$ cat src/rtl/dmem_arbiter.sv
// Shares the data memory port between the core memory stage and the WOS window-fetch engine.
// Engine progress is guaranteed by a starvation counter and bursts are capped at BURST_MAX beats.
module dmem_arbiter #(
   parameter int MAX_WAIT  = 8,
   parameter int BURST_MAX = 16
) (
   input  logic        clk,
   input  logic        rst,
   input  logic        c_req,
   input  logic        c_we,
   input  logic [31:0] c_addr,
   input  logic [31:0] c_wdata,
   input  logic [2:0]  c_func3,
   output logic        c_stall,
   output logic [31:0] c_rdata,
   output logic        c_rvalid,
   input  logic        a_req,
   input  logic        a_we,
   input  logic [31:0] a_addr,
   input  logic [31:0] a_wdata,
   input  logic [2:0]  a_func3,
   input  logic        a_last,
   output logic        a_gnt,
   output logic [31:0] a_rdata,
   output logic        a_rvalid,
   output logic [31:0] m_addr,
   output logic [31:0] m_wdata,
   output logic [2:0]  m_func3,
   output logic        m_w_en,
   input  logic [31:0] m_rdata
);

   typedef enum logic {CORE, ACC} state_t;

   localparam logic [7:0] MAX_WAIT_C  = 8'(MAX_WAIT);
   localparam logic [7:0] BURST_MAX_C = 8'(BURST_MAX);
   localparam bit         MULTI_BEAT  = (BURST_MAX > 1);

   state_t     state_q, state_d;
   logic [7:0] wait_cnt_q, wait_cnt_d;
   logic [7:0] beat_cnt_q, beat_cnt_d;
   logic [7:0] beat_inc;
   logic [1:0] rd_tag_q, rd_tag_d;
   logic       core_grant, acc_grant;

   // Grants are forced off while reset is held so nothing reaches memory.
   always_comb begin
      core_grant = 1'b0;
      acc_grant  = 1'b0;
      state_d    = state_q;
      wait_cnt_d = wait_cnt_q;
      beat_cnt_d = beat_cnt_q;
      beat_inc   = beat_cnt_q + 8'd1;
      if (rst) begin
         case (state_q)
            CORE: begin
               acc_grant  = a_req && (!c_req || (wait_cnt_q == MAX_WAIT_C));
               core_grant = c_req && !acc_grant;
               if (acc_grant && !a_last && MULTI_BEAT) begin
                  state_d    = ACC;
                  beat_cnt_d = 8'd1;
               end
            end
            ACC: begin
               acc_grant = a_req;
               if (!a_req || a_last || (beat_inc == BURST_MAX_C)) begin
                  state_d    = CORE;
                  beat_cnt_d = 8'd0;
               end else begin
                  beat_cnt_d = beat_inc;
               end
            end
            default: state_d = CORE;
         endcase
         if (acc_grant) begin
            wait_cnt_d = 8'd0;
         end else if (a_req && (wait_cnt_q < MAX_WAIT_C)) begin
            wait_cnt_d = wait_cnt_q + 8'd1;
         end
      end
   end

   always_ff @(posedge clk) begin
      if (!rst) begin
         state_q    <= CORE;
         wait_cnt_q <= 8'd0;
         beat_cnt_q <= 8'd0;
         rd_tag_q   <= 2'b00;
      end else begin
         state_q    <= state_d;
         wait_cnt_q <= wait_cnt_d;
         beat_cnt_q <= beat_cnt_d;
         rd_tag_q   <= rd_tag_d;
      end
   end

   // With no grant the core fields stay on the bus; only the write enable is gated.
   always_comb begin
      m_addr  = c_addr;
      m_wdata = c_wdata;
      m_func3 = c_func3;
      m_w_en  = 1'b0;
      if (acc_grant) begin
         m_addr  = a_addr;
         m_wdata = a_wdata;
         m_func3 = a_func3;
         m_w_en  = a_we;
      end else if (core_grant) begin
         m_w_en  = c_we;
      end
   end

   assign rd_tag_d = {core_grant && !c_we, acc_grant && !a_we};
   assign a_gnt    = acc_grant;
   assign c_stall  = rst && c_req && !core_grant;
   assign c_rvalid = rd_tag_q[1];
   assign a_rvalid = rd_tag_q[0];
   assign c_rdata  = m_rdata;
   assign a_rdata  = m_rdata;

endmodule

$ cat config.mk
export PLATFORM = sky130hd
export DESIGN_NAME = dmem_arbiter
export DESIGN_NICKNAME = d
export VERILOG_FILES = /design/src/rtl/dmem_arbiter.sv
export SDC_FILE = /design/constraint.sdc
export NUM_CORES = 1
export LEC_CHECK = 0
export CORE_AREA = 2 2 119 121
export CTS_BUF_LIST = sky130_fd_sc_hd__clkbuf_16
export CTS_CLUSTER_SIZE = 12
export DETAILED_ROUTE_END_ITERATION = 6
export DIE_AREA = 0 0 121 123
export DONT_BUFFER_PORTS = 1
export SYNTH_ARGS = -nofsm -noshare
export SYNTH_HDL_FRONTEND = slang
export SYNTH_SLANG_ARGS = --single-unit
$ cat constraint.sdc
create_clock -name clk -period 4.4 [get_ports clk]
set_input_delay 0.44 -clock clk [delete_from_list [all_inputs] [get_ports clk]]
set_output_delay 0.44 -clock clk [all_outputs]
set_load 0.03 [all_outputs]
==> results by group <==
Yosys
  • Synth cell types: 38
  • Synthesis warning total: 0
  • Post-synthesis register bit count: 19
  • Gate count of the mapped netlist: 256
  • Mapped cell area: 2590 um^2
  • Register area share after synthesis: 14.69%
  • Avg Inst Size Synth: 10.12 um^2
  • Synthesized Nets: 433

Setup path
  • Critical path launch point type: register
  • Ordered list of cells on the worst path: or4_4 > o31ai_4 > nand2_4 > a21boi_4 > buf_12 > mux2_4
  • Critical Path AT: 2.64 ns
  • Worst-path maximum fanout: 70
  • Worst path slowest cell: or4_4
  • CP Class: reg2out
  • Worst setup EP type: output pin
  • Critical Path RT: 3.96 ns
  • CP max stage delay: 0.56 ns

Routing
  • Remaining antenna violation count after routing: 0
  • Detailed Routing Iterations Pass 1: 4
  • # DRC: 0
  • Routed via count: 1601
  • Initial DRC count: 47
  • WL/cell: 25.54 um
  • Vias per cell: 4.304
  • Final WL: 9.502 mm

Power and ir drop
  • Peak supply drop: 196.2 uV
  • Clock network fraction of total power: 31.1%
  • Sw frac: 38.43%
  • Pleak: 0.0008975 uW
  • Power Internal: 383.2 uW
  • Final Power: 622.3 uW
  • Reg power frac: 29.0%
  • Combinational fraction of design power: 39.9%
  • Net load switching power: 239.2 uW
  • P per Cell Area: 266.8 nW/um^2

Final layout
  • # nets final: 366
  • Final Util: 17.13%
  • Share of cells above drive strength 1: 42.02%
  • P&R area growth vs syn: -9.952%
  • Final Non-Filler Cells: 372

CTS
  • Clock tree sinks: 19
  • Clock slew at reported path FFs: 0.05 ns
  • CTS root buf: clkbuf_16
  • Max clock buf depth: 2
  • # hold bufs at CTS: 0
  • CTS Buf Count: 3
  • Resized cells post-CTS: 0
  • CTS H-Tree Depth: 1
  • Setup bufs post-CTS: 0
  • CTS tree: done
  • Clk_lat worst skew: 0.26 ns

STA
  • Clock Skew: 0.008628 ns
  • Fin crit share: 69.91%
  • Final worst slack: 1.324 ns
  • Final setup viols: 0
  • Fmax: 0.3251 GHz
  • RSZ-0062 raised after global routing: false
  • Final setup TNS: 0 ns
  • Final hold violation count: 0
  • Worst Max-Slew Pin Slew: 0.8845 ns
  • Max Slew Vio Count: 0
  • Rel. slew slack: 40.29%
  • Tmin final: 3.076 ns

Global routing
  • Overflow after GRT: 0
  • First-pass GRT wire length: 11.78 mm
  • Initial antenna violation count: 4
  • Largest net degree at the start of global routing: 71
  • Vias in the first global route: 1580
  • GRT Util Overall: 11.72%

Status
  • Outcome: completed

Die
  • Core area: 13610 um^2
  • Die area: 14880 um^2
  • Site Rows: 43
  • Die Y: 123 um
  • Initial core utilization: 19.03%
  • Ports: 309
  • Die width: 121 um

Placement
  • RD Place Congestion: 0.8964
  • Inst Count DP: 364
  • Post-DP HPWL: 8.267 mm
  • Post-place setup slack: 1.583 ns
  • Port bufs: 0

Flow run
  • Max-cap violation count: 0

Hold path
  • Worst Hold Class: in2reg
[kinds of logic (layout without fill, tap and decap cells)]
group | after synthesis | count (layout) | synth area share (%)
compound gates | 26 | 26 | 7.247
xor+xnor | 4 | 4 | 1.353
fa+ha+maj | 4 | 4 | 1.932
buf+inv | 79 | 11 | 23.77
flops | 19 | 19 | 14.69
mux | 69 | 69 | 39.61
other cells | 0 | 4 | 0
simple gates | 55 | 55 | 11.40
[power groups by stage]
stage | combinational (uW) | sequential, uW | clock (uW)
finish | 248 | 180 | 193
global route | 261 | 181 | 204
CTS | 253 | 180 | 196
detailed placement | 250 | 184 | 0
global placement | 249 | 184 | 0
floorplan | 332 | 182 | 0
[registers in the layout, summed over array words and instances, names as in the netlist]
register    count
wait_cnt_q      8
state_q         1
rd_tag_q        2
beat_cnt_q      8
[critical path, delay by kind of cell (launching register included)]
kind,cells,cell delay (ns)
buffers and inverters,1,0.41
and+or+nand+nor,2,0.67
muxes,1,0.44
AOI/OAI and AO/OA,2,0.47
DFF,1,0.31
[layout make-up]
cell class | count | area [um^2]
diodes | 4 | 10.01
clock buffers | 3 | 75.07
clock inverters | 1 | 5.005
fillers | 1498 | 11280
inverters | 6 | 22.52
multi-input cells | 158 | 1594
flip-flops and latches | 19 | 380.4
well taps | 180 | 225.2
repair buffers | 1 | 20.02
[path summary, 6_finish.rpt]
check | from | end | slack, ns | depth (start not counted)
setup / recovery | wait_cnt_q[7] | m_wdata[22] | 1.32 | 6
hold / removal | c_we | rd_tag_q[1] | 0.26 | 1
setup reg to reg | beat_cnt_q[0] | beat_cnt_q[2] | 2.03 | 6
hold reg to reg | wait_cnt_q[5] | wait_cnt_q[5] | 0.46 | 1
[synth_stat cells, drive strengths merged]
master / n / area (um^2)
xor2: 3 / 26.28
o21bai: 1 / 7.510
a211oi: 1 / 7.510
nor3: 6 / 30.03
o22ai: 1 / 6.260
or4: 1 / 11.26
nor4: 1 / 6.260
xnor2: 1 / 8.760
nor2b: 1 / 6.260
mux2i: 2 / 20.02
or2: 1 / 6.260
nand4b: 1 / 8.760
nand2b: 5 / 31.28
ha: 4 / 50.05
nand3: 9 / 45.04
o2bb2ai: 1 / 8.760
and4b: 1 / 10.01
clkbuf: 2 / 7.510
o311ai: 2 / 17.52
nand3b: 1 / 7.510
o21a: 1 / 7.510
buf: 71 / 585.6
nand2: 13 / 56.30
o31ai: 1 / 21.27
and2: 4 / 26.28
a21boi: 1 / 18.77
o21ai: 9 / 45.04
a31oi: 6 / 37.54
and3: 3 / 20.02
inv: 6 / 22.52
dfxtp: 19 / 380.4
mux2: 67 / 1006
nor2: 8 / 30.03
a21oi: 2 / 10.01
[metal layers]
layer	track usage [%]	part of all wire (%)	up-vias
met2	14.47	36	163
met1	15.22	46	730
met5	4.167	0.88	-
met4	2.035	0.86	2
met3	9.456	16	6
li1	-	-	700
[stage by stage]
stage	hold WS (ns)	cell area [um^2]
after CTS	0.2556	2322
after global placement	0.4461	2242
after floorplan	0.4309	2590
final	0.2590	2332
after global routing	0.2550	2332
after detailed placement	0.4533	2242
[placed cells by master, fill, tap and decap left out, types with 3 or more instances in the layout]
master,count
diode_2,4
o21ai_0,9
nand3_1,9
and2_1,3
a31oi_1,6
dfxtp_1,19
nand2_1,12
clkbuf_16,3
nor3_1,6
mux2_4,67
inv_1,6
nand2b_1,5
xor2_1,3
nor2_1,8
ha_1,4
Note: power is estimated with default switching activity, not from simulation.
